[config.mk]
export PLATFORM = sky130hd
export DESIGN_NAME = player_cannon_flat
export DESIGN_NICKNAME = d
export VERILOG_FILES = /design/src/rtl/player_cannon_if.sv /design/src/rtl/player_cannon.sv /design/src/flat_wrapper.sv
export SDC_FILE = /design/constraint.sdc
export NUM_CORES = 1
export LEC_CHECK = 0
export ABC_CLOCK_PERIOD_IN_PS = 3600
export BUFFER_PORTS_ARGS = -buffer_cell sky130_fd_sc_hd__buf_2
export CAP_MARGIN = 10
export CORE_MARGIN = 8
export CORE_UTILIZATION = 32
export CTS_CLUSTER_SIZE = 25
export DETAILED_ROUTE_END_ITERATION = 8
export SLEW_MARGIN = 10
export SYNTH_ARGS = -nofsm -noshare
export SYNTH_HDL_FRONTEND = slang
export SYNTH_SLANG_ARGS = --single-unit
[constraint.sdc]
create_clock -name clk_4 -period 3.6 [get_ports clk_4]
set_input_delay 0.54 -clock clk_4 [delete_from_list [all_inputs] [get_ports clk_4]]
set_output_delay 0.54 -clock clk_4 [all_outputs]
set_load 0.01 [all_outputs]
[src/rtl/player_cannon_if.sv]
// Player-ship bundle: game controls and enemy shot in, ship/shot/status out.
// Clock and reset are not part of the bundle.
interface player_cannon_if;
    logic       play;
    logic       btn_left;
    logic       btn_right;
    logic       btn_fire;
    logic       enemy_hit;
    logic [9:0] enemy_projectiles_x;
    logic [9:0] enemy_projectiles_y;
    logic [9:0] player_x;
    logic [9:0] player_y;
    logic [9:0] projectiles_x;
    logic [9:0] projectiles_y;
    logic       hit;
    logic [1:0] lives;
    logic       game_over;
    logic       visible;

    modport master (
        output play, btn_left, btn_right, btn_fire, enemy_hit,
               enemy_projectiles_x, enemy_projectiles_y,
        input  player_x, player_y, projectiles_x, projectiles_y,
               hit, lives, game_over, visible
    );

    modport slave (
        input  play, btn_left, btn_right, btn_fire, enemy_hit,
               enemy_projectiles_x, enemy_projectiles_y,
        output player_x, player_y, projectiles_x, projectiles_y,
               hit, lives, game_over, visible
    );
endinterface

[src/rtl/player_cannon.sv]
// Player cannon: ship movement, single player shot, enemy-shot collision,
// lives and post-hit invulnerability with sprite blink.
module player_cannon #(
    parameter logic [9:0]  X_MIN         = 10'd10,
    parameter logic [9:0]  X_MAX         = 10'd630,
    parameter logic [9:0]  Y_POS         = 10'd440,
    parameter logic [9:0]  PROJ_STEP     = 10'd4,
    parameter logic [1:0]  LIVES_INIT    = 2'd3,
    parameter logic [15:0] INVULN_CYCLES = 16'd1024
) (
    input  logic            clk_4,
    input  logic            clr,
    player_cannon_if.slave  bus
);
    localparam logic [10:0] X_SUM = {1'b0, X_MIN} + {1'b0, X_MAX};
    localparam logic [9:0]  X_CTR = X_SUM[10:1];
    localparam logic [9:0]  Y_LO  = Y_POS - 10'd10;
    localparam logic [9:0]  Y_HI  = Y_POS + 10'd10;

    typedef enum logic [1:0] {IDLE, ALIVE, HIT, DEAD} state_t;

    state_t      state, state_nx;
    logic [9:0]  px, px_nx, sx, sx_nx, sy, sy_nx;
    logic [1:0]  lives_r, lives_nx;
    logic [1:0]  mv_cnt;
    logic        hit_r, hit_nx;
    logic        fire_q;
    logic [15:0] inv_cnt, inv_nx;

    logic [9:0]  dx;
    logic        hit_det, accept, fire_rise, fire_ok, move_ok;

    // Distance taken as larger-minus-smaller so the unsigned difference never wraps.
    assign dx = (bus.enemy_projectiles_x >= px) ? (bus.enemy_projectiles_x - px)
                                                : (px - bus.enemy_projectiles_x);
    assign hit_det = (bus.enemy_projectiles_y != 10'd0) &&
                     (bus.enemy_projectiles_y >= Y_LO) &&
                     (bus.enemy_projectiles_y <= Y_HI) &&
                     (dx < 10'd10);
    assign accept    = bus.play && (state == ALIVE) && hit_det;
    assign fire_rise = bus.btn_fire && !fire_q;
    assign fire_ok   = bus.play && fire_rise && (state == ALIVE) && (sy == 10'd0) && !accept;
    assign move_ok   = (mv_cnt == 2'd3) && ((state == ALIVE) || (state == HIT));

    always_comb begin
        state_nx = state;
        px_nx    = px;
        sx_nx    = sx;
        sy_nx    = sy;
        lives_nx = lives_r;
        hit_nx   = 1'b0;
        inv_nx   = inv_cnt;
        if (!bus.play) begin
            state_nx = IDLE;
            px_nx    = X_CTR;
            sx_nx    = 10'd0;
            sy_nx    = 10'd0;
            lives_nx = LIVES_INIT;
            inv_nx   = 16'd0;
        end else begin
            case (state)
                IDLE: state_nx = ALIVE;
                ALIVE, HIT: begin
                    if (move_ok) begin
                        if (bus.btn_left && !bus.btn_right && (px > X_MIN))
                            px_nx = px - 10'd1;
                        else if (bus.btn_right && !bus.btn_left && (px < X_MAX))
                            px_nx = px + 10'd1;
                    end
                    // A live shot blocks firing, including on the cycle it retires.
                    if (sy != 10'd0) begin
                        if (bus.enemy_hit || (sy <= PROJ_STEP)) begin
                            sx_nx = 10'd0;
                            sy_nx = 10'd0;
                        end else begin
                            sy_nx = sy - PROJ_STEP;
                        end
                    end else if (fire_ok) begin
                        sx_nx = px;
                        sy_nx = Y_POS - 10'd1;
                    end
                    if (state == HIT) begin
                        if (inv_cnt == 16'd0) state_nx = ALIVE;
                        else                  inv_nx   = inv_cnt - 16'd1;
                    end else if (accept) begin
                        hit_nx   = 1'b1;
                        lives_nx = lives_r - 2'd1;
                        inv_nx   = INVULN_CYCLES - 16'd1;
                        if (lives_r == 2'd1) begin
                            state_nx = DEAD;
                            lives_nx = 2'd0;
                            sx_nx    = 10'd0;
                            sy_nx    = 10'd0;
                        end else begin
                            state_nx = HIT;
                        end
                    end
                end
                DEAD: state_nx = DEAD;
                default: state_nx = IDLE;
            endcase
        end
    end

    always_ff @(posedge clk_4 or posedge clr) begin
        if (clr) begin
            state   <= IDLE;
            px      <= X_CTR;
            sx      <= 10'd0;
            sy      <= 10'd0;
            lives_r <= LIVES_INIT;
            hit_r   <= 1'b0;
            inv_cnt <= 16'd0;
            mv_cnt  <= 2'd0;
            fire_q  <= 1'b0;
        end else begin
            state   <= state_nx;
            px      <= px_nx;
            sx      <= sx_nx;
            sy      <= sy_nx;
            lives_r <= lives_nx;
            hit_r   <= hit_nx;
            inv_cnt <= inv_nx;
            mv_cnt  <= mv_cnt + 2'd1;
            fire_q  <= bus.btn_fire;
        end
    end

    assign bus.player_x      = px;
    assign bus.player_y      = Y_POS;
    assign bus.projectiles_x = sx;
    assign bus.projectiles_y = sy;
    assign bus.hit           = hit_r;
    assign bus.lives         = lives_r;
    assign bus.game_over     = (state == DEAD);
    assign bus.visible       = (state == HIT) ? inv_cnt[3] : 1'b1;
endmodule

[src/flat_wrapper.sv]
// flat-port wrapper written by rule: the top's interface ports become plain ports
module player_cannon_flat 
#(
    parameter logic [9:0]  X_MIN         = 10'd10,
    parameter logic [9:0]  X_MAX         = 10'd630,
    parameter logic [9:0]  Y_POS         = 10'd440,
    parameter logic [9:0]  PROJ_STEP     = 10'd4,
    parameter logic [1:0]  LIVES_INIT    = 2'd3,
    parameter logic [15:0] INVULN_CYCLES = 16'd1024
)
  (clk_4, clr, bus_play, bus_btn_left, bus_btn_right, bus_btn_fire, bus_enemy_hit, bus_enemy_projectiles_x, bus_enemy_projectiles_y, bus_player_x, bus_player_y, bus_projectiles_x, bus_projectiles_y, bus_hit, bus_lives, bus_game_over, bus_visible);
  player_cannon_if bus_i ();
  input  logic clk_4;
  input  logic clr;
  input wire logic [$bits(bus_i.play)-1:0] bus_play;
  input wire logic [$bits(bus_i.btn_left)-1:0] bus_btn_left;
  input wire logic [$bits(bus_i.btn_right)-1:0] bus_btn_right;
  input wire logic [$bits(bus_i.btn_fire)-1:0] bus_btn_fire;
  input wire logic [$bits(bus_i.enemy_hit)-1:0] bus_enemy_hit;
  input wire logic [$bits(bus_i.enemy_projectiles_x)-1:0] bus_enemy_projectiles_x;
  input wire logic [$bits(bus_i.enemy_projectiles_y)-1:0] bus_enemy_projectiles_y;
  output wire logic [$bits(bus_i.player_x)-1:0] bus_player_x;
  output wire logic [$bits(bus_i.player_y)-1:0] bus_player_y;
  output wire logic [$bits(bus_i.projectiles_x)-1:0] bus_projectiles_x;
  output wire logic [$bits(bus_i.projectiles_y)-1:0] bus_projectiles_y;
  output wire logic [$bits(bus_i.hit)-1:0] bus_hit;
  output wire logic [$bits(bus_i.lives)-1:0] bus_lives;
  output wire logic [$bits(bus_i.game_over)-1:0] bus_game_over;
  output wire logic [$bits(bus_i.visible)-1:0] bus_visible;
  assign bus_i.play = bus_play;
  assign bus_i.btn_left = bus_btn_left;
  assign bus_i.btn_right = bus_btn_right;
  assign bus_i.btn_fire = bus_btn_fire;
  assign bus_i.enemy_hit = bus_enemy_hit;
  assign bus_i.enemy_projectiles_x = bus_enemy_projectiles_x;
  assign bus_i.enemy_projectiles_y = bus_enemy_projectiles_y;
  assign bus_player_x = bus_i.player_x;
  assign bus_player_y = bus_i.player_y;
  assign bus_projectiles_x = bus_i.projectiles_x;
  assign bus_projectiles_y = bus_i.projectiles_y;
  assign bus_hit = bus_i.hit;
  assign bus_lives = bus_i.lives;
  assign bus_game_over = bus_i.game_over;
  assign bus_visible = bus_i.visible;
  player_cannon #(.X_MIN(X_MIN), .X_MAX(X_MAX), .Y_POS(Y_POS), .PROJ_STEP(PROJ_STEP), .LIVES_INIT(LIVES_INIT), .INVULN_CYCLES(INVULN_CYCLES)) u_core (.clk_4(clk_4), .clr(clr), .bus(bus_i));
endmodule
==> results.py, run 1 <==
metrics = {
    "global_route": {
        "grt_usage_pct": 13.59,
        "antenna_found_initial": 0,
        "first_global_vias": 4123,
        "grt_pass1_wl_mm": 20.44,
        "grt_remaining_overflow": 0,
        "grt_start_max_net_pins": 42,
    },
    "critical_path": {
        "setup.worst_path.start": "u_core.bus.player_x[6]",
        "rr_worst_depth": 10,
        "r2r_end": "u_core.bus.projectiles_y[4]",
        "r2r-start": "u_core.bus.player_x[6]",
        "worst-r2r-setup-slack_ps": 190,
        "crit_fanout": 12,
        "critical_path_required_ps": 3790,
        "endpoint_kind": "flip-flop",
        "crit_type": "flip-flop to flip-flop",
        "cp-start-kind": "flip-flop",
        "worstPathArrival_ps": 3600,
    },
    "die": {
        "core_area_mm2": 0.01383,
        "initial_core_util_pct": 32.63,
        "rows": 43,
        "die_w_um": 134.7,
        "die_h_um": 134.7,
        "die-area_mm2": 0.01815,
        "io_pins": 72,
    },
    "logic_synthesis": {
        "synthSimpleGateAreaFrac_pct": 18.39,
        "yosys.area.top_type": "dfrtp_1",
        "syn-cell-area_mm2": 0.004512,
        "ys_async_sr_fraction_pct": 100.0,
        "yosys_register_bits": 54,
        "synth_edf_count": 0,
        "yosysSeqAreaShare_pct": 30.06,
        "synth_area_per_cell_um2": 8.778,
        "synthMuxAreaShare_pct": 2.246,
        "synth_xor_area_share_pct": 3.106,
        "ys.flop_type": "dfrtp_1",
        "yosys_warnings": 0,
        "synth_compound_area_share_pct": 26.98,
        "synth_most_common_cell": "dfrtp_1",
        "synth_cells": 514,
        "ys_types": 76,
        "synth_top_area_share_pct": 27.73,
        "synth_top_family_by_area": "compound AO/OA/AOI/OAI gates",
        "synth_common_cells": "dfrtp_1 (50), inv_1 (38), ha_1 (37), nand2_1 (33), a21oi_1 (31)",
        "synth_area_leaders": "dfrtp_1 (28%), ha_1 (10%), a21oi_1 (3.4%)",
        "synth_adder_area_share_pct": 11.59,
    },
    "sta": {
        "drv_slew": 0,
        "finalSetupTns_ps": 0,
        "max_freq_mhz": 293.5,
        "period_share_pct": 94.64,
        "layout_min_cycle_time_ps": 3407,
        "skew_ps": 7.015,
        "worstMarginPinSlew_ps": 900.2,
        "relSlewSlack_pct": 39.99,
        "finalHoldViolCount": 0,
        "setup_viol": 0,
    },
    "route": {
        "drc": 0,
        "routed-wl-met2_mm": 5.961,
        "drtPass1Iterations": 4,
        "routedWlPerCell_um": 16.20,
        "dr_wl_met3_um": 520,
        "drt-total-wl_mm": 12.41,
        "highest_layer": "met4",
        "via_per_inst": 5.398,
        "wl_met1_mm": 5.768,
        "drt_iter0_drc": 236,
        "antenna_left": 0,
        "num_vias": 4135,
    },
    "clock_network": {
        "cts_hold_buffers": 0,
        "clk_latency_ps": 300,
        "clock_sinks": 54,
        "post-cts-setup-buffer-count": 0,
        "clk_path_buf_depth": 2,
        "path_clk_slew_ps": 70,
        "tritoncts": "built",
        "htreeDepth": 2,
        "cts-root-buf": "clkbuf_16",
        "cts_buffers": 5,
    },
    "pwr": {
        "power.density_mw_per_mm2": 433.6,
        "p_leak_uw": 0.002631,
        "irDropWorstVdd_v": 0.0002174,
    },
    "finish": {
        "drive_gt1_share_pct": 22.01,
        "fin_nets": 652,
        "final_cells": 766,
        "syn2layout_area_growth_pct": 17.50,
        "final_area_mm2": 0.005301,
        "n_antenna_cell": 0,
    },
    "worst_hold_path": {
        "min_to": "u_core.fire_q",
        "hp-class": "input pin to flip-flop",
        "hold_start": "bus_btn_fire",
        "min_path_cells": 1,
    },
    "outcome": {
        "status": "completed",
    },
    "place": {
        "hpwl_mm": 9.594,
        "place_inst": 758,
        "place_congestion": 0.8203,
        "placed_area_mm2": 0.005134,
        "portBuffers": 61,
    },
    "run": {
        "drv_cap": 0,
    },
}
## area by class of cell
class	instances	area, µm²
clock buffer	7	142.6
tap	180	225.2
multi-input combinational	391	2865
fill	1391	8526
clock inverter	1	8.758
inverter	38	142.6
timing repair buffer	95	560.5
sequential	54	1356
## layout by cell type (no fill, tap or decap), types with 8 or more instances in the layout
cell type   n
nor2_1     26
ha_1       37
a22o_1     15
a32o_1      8
o21ai_0    17
or3_1      12
buf_2      61
a21o_1      9
a21oi_1    31
mux2i_1     9
buf_4      34
o211ai_1   17
and2_1      8
nor3_1     17
nor2b_1    10
conb_1     10
dfrtp_1    50
inv_1      37
nand2_1    33
xnor2_1    10
## what timing repair did
action / 4_1_cts / 5_1_grt
hold endpoints to repair: 0 / 0
setup endpoints to repair: 0 / 15
resized for setup: 0 / 4
## worst max-delay path, cell delays in order (launching register included)
cell and delay (ps):
dfstp_2 530, inv_1 50, ha_1 350, nor2b_1 150
a2111oi_1 450, a31oi_1 160, nor4_1 360, a32oi_2 140
or4_4 610, a31o_2 270, a22o_1 230
## state kept, by name (all words and copies together), names as in the netlist
register and flops:
u_core.inv_cnt 16, u_core.bus.player_x 10, u_core.bus.projectiles_x 10, u_core.bus.projectiles_y 10, u_core.bus.lives 2, u_core.mv_cnt 2, u_core.state 2, u_core.bus.hit 1
u_core.fire_q 1
## report_power, final
| group | switching, µW | total (µW) | internal [µW] |
|---|---|---|---|
| Combinational | 671 | 1090 | 419 |
| Clock | 225 | 505 | 280 |
| Sequential | 50.2 | 703 | 653 |
## worst max path at each step
stage                             endpoint  cells past startpoint
2_1_floorplan       u_core.bus.player_x[9]                     13
3_3_place_gp   u_core.bus.projectiles_y[4]                     13
3_5_place_dp   u_core.bus.projectiles_y[4]                     13
4_1_cts        u_core.bus.projectiles_y[6]                     13
5_1_grt        u_core.bus.projectiles_y[4]                     10
6_report       u_core.bus.projectiles_y[4]                     10
## per-stage QoR
step	util [%]	worst slack, ps	total power, µW	hold WS (ps)
floorplan	-	265.0	1490	400.6
global placement	37.13	80.89	1770	411.4
detailed placement	37.13	-4.244	1792	417.9
CTS	38.22	195.3	2308	361.6
global route	38.34	-18.52	2464	362.7
finish	38.34	192.9	2299	367.6
## cells by family (layout without fill, tap and decap cells)
family          Yosys count  in the layout
simple gates            151            151
compound gates          164            164
flops                    54             54
other cells               2             10
mux                      10             10
buf+inv                  77            141
xor+xnor                 16             16
fa+ha+maj                40             40
## per-layer routing
| layer | up-vias | GRT usage, % |
|---|---|---|
| li1 | 2012 | - |
| met1 | 2026 | 17.24 |
| met2 | 86 | 23.06 |
| met3 | 11 | 2.637 |
| met4 | 0 | 3.369 |
| met5 | - | 0 |
(Power assumes the default switching activity.)
==> run 2: changes to the inputs <==
--- a/config.mk
+++ b/config.mk
@@ -16,3 +16,4 @@
 export SYNTH_ARGS = -nofsm -noshare
 export SYNTH_HDL_FRONTEND = slang
 export SYNTH_SLANG_ARGS = --single-unit
+export TNS_END_PERCENT = 1
==> constraint.sdc (replaced) <==
create_clock -name clk_4 -period 3.6 [get_ports clk_4]
set_input_delay 0.72 -clock clk_4 [delete_from_list [all_inputs] [get_ports clk_4]]
set_output_delay 0.72 -clock clk_4 [all_outputs]
set_load 0.01 [all_outputs]
==> results.py, run 2 (same netlist as run 1, synthesis figures left out) <==
metrics = {
    "global_route": {
        "grt_usage_pct": 13.85,
        "grt_start_max_net_pins": 35,
        "first_global_vias": 4125,
        "grt_remaining_overflow": 0,
        "antenna_found_initial": 0,
        "grt_pass1_wl_mm": 20.62,
    },
    "critical_path": {
        "cp-start-kind": "input pin",
        "endpoint_kind": "flip-flop",
        "worstPathArrival_ps": 3600,
        "setup.worst_path.end": "u_core.bus.projectiles_x[9]",
        "setup.worst_path.start": "bus_enemy_projectiles_x[0]",
        "rr_worst_depth": 13,
        "worst-r2r-setup-slack_ps": 210,
        "critical_path_required_ps": 3780,
        "crit_fanout": 9,
        "r2r-start": "u_core.bus.player_x[5]",
        "r2r_end": "u_core.bus.player_x[9]",
        "crit_type": "input pin to flip-flop",
    },
    "outcome": {
        "status": "completed",
    },
    "pwr": {
        "irDropWorstVdd_v": 0.0002357,
        "p_leak_uw": 0.002701,
        "power.density_mw_per_mm2": 428.1,
    },
    "route": {
        "antenna_left": 0,
        "drt_iter0_drc": 387,
        "drc": 0,
        "num_vias": 4205,
        "drt-total-wl_mm": 12.83,
        "via_per_inst": 5.384,
        "routedWlPerCell_um": 16.43,
        "drtPass1Iterations": 4,
    },
    "place": {
        "portBuffers": 61,
        "place_congestion": 0.8452,
        "hpwl_mm": 9.955,
        "placed_area_mm2": 0.005246,
    },
    "clock_network": {
        "clock_sinks": 54,
        "clk_latency_ps": 300,
        "cts-root-buf": "clkbuf_16",
        "cts_buffers": 5,
        "clk_path_buf_depth": 2,
        "htreeDepth": 2,
        "tritoncts": "built",
        "path_clk_slew_ps": 70,
    },
    "die": {
        "initial_core_util_pct": 32.63,
        "rows": 43,
        "io_pins": 72,
        "die_w_um": 134.7,
        "core_area_mm2": 0.01383,
        "die_h_um": 134.7,
        "die-area_mm2": 0.01815,
    },
    "sta": {
        "skew_ps": 4.437,
        "layout_min_cycle_time_ps": 3419,
        "setup_viol": 0,
        "period_share_pct": 94.96,
        "max_freq_mhz": 292.5,
        "finalHoldViolCount": 0,
        "worstMarginPinSlew_ps": 689.9,
        "rsz0062_at_grt": "true",
        "finalSetupTns_ps": 0,
        "drv_slew": 0,
        "relSlewSlack_pct": 53.65,
    },
    "worst_hold_path": {
        "hp-class": "input pin to async pin",
    },
    "finish": {
        "final_area_mm2": 0.005409,
        "final_cell_mix": "buf_2 (61), dfrtp_1 (50), buf_4 (49)",
        "largest_reg_flops": 16,
        "drive_gt1_share_pct": 23.96,
        "n_antenna_cell": 0,
        "mostFrequentLayoutCell": "buf_2",
        "fillCellCount": 1394,
        "top_register": "u_core.inv_cnt",
        "syn2layout_area_growth_pct": 19.88,
        "fin_nets": 667,
    },
    "run": {
        "drv_cap": 0,
    },
}
[run 2: cell types whose count changed in the layout (fill, tap and decap cells not counted), sizes merged]
cell    previous run  this run
inv               39        38
buf               95       110
clkinv             0         1
[run 2: where the power goes]
| part | internal (µW) | switching, µW |
|---|---|---|
| clock | 277 | 222 |
| combinational | 436 | 677 |
| sequential | 653 | 50.8 |
| total | 1370 | 949 |
[run 2: worst min-delay path by stage]
stage / endpoint / slack, ps / cells after the start
2_1_floorplan: u_core.mv_cnt[0] / 400 / 1
3_3_place_gp: u_core.mv_cnt[0] / 410 / 1
3_5_place_dp: u_core.mv_cnt[0] / 440 / 1
4_1_cts: u_core.bus.player_x[5] / 440 / 2
5_1_grt: u_core.bus.player_x[5] / 470 / 2
6_report: u_core.bus.player_x[3] / 430 / 2
[run 2: critical path: stages]
cell and delay, ps:
buf_2 90, ha_1 150, inv_1 50, fa_1 400, a21o_1 180, buf_4 130, a21oi_1 190, xnor2_1 120
nor4b_1 270, nand4_1 200, a2111o_1 450, a41o_2 380, a22o_1 270
[run 2: per-layer routing]
layer | routed length [µm] | track usage, % | up-vias
li1 | - | - | 2049
met1 | 5583 | 16.80 | 2031
met2 | 6236 | 23.69 | 108
met3 | 772 | 3.083 | 17
met4 | 235 | 4.492 | 0
met5 | 0 | 0 | -
[run 2: cell type report]
class                   count  area [µm²]  share of cell area, %
clock buffers               7       142.6                  2.637
multi-input cells         391        2864                  52.95
clock inverters             1       5.005                0.09253
flip-flops and latches     54        1356                  25.08
repair buffers            110       673.1                  12.45
well taps                 180       225.2                  4.164
inverters                  38       142.6                  2.637
[run 2: timing repair]
| action | CTS | global route |
|---|---|---|
| endpoints found under the setup margin | 0 | 26 |
| resized for setup | 0 | 4 |
| hold buffers | 0 | 0 |
| buffers inserted | 0 | 0 |
[run 2: per-stage QoR]
| stage | hold WS (ps) | setup slack, ps | utilization, % | cells | power (µW) |
|---|---|---|---|---|---|
| 6_report | 429.1 | 181.4 | 39.12 | 781 | 2316 |
| 5_1_grt | 468.1 | -56.76 | 39.12 | 781 | 2468 |
| 4_1_cts | 443.4 | 110.5 | 39.01 | 781 | 2320 |
| 3_5_place_dp | 441.1 | -173.6 | 37.94 | 773 | 1816 |
| 3_3_place_gp | 412.9 | -97.60 | 37.94 | 773 | 1792 |
| 2_1_floorplan | 400.6 | 156.7 | - | 522 | 1490 |
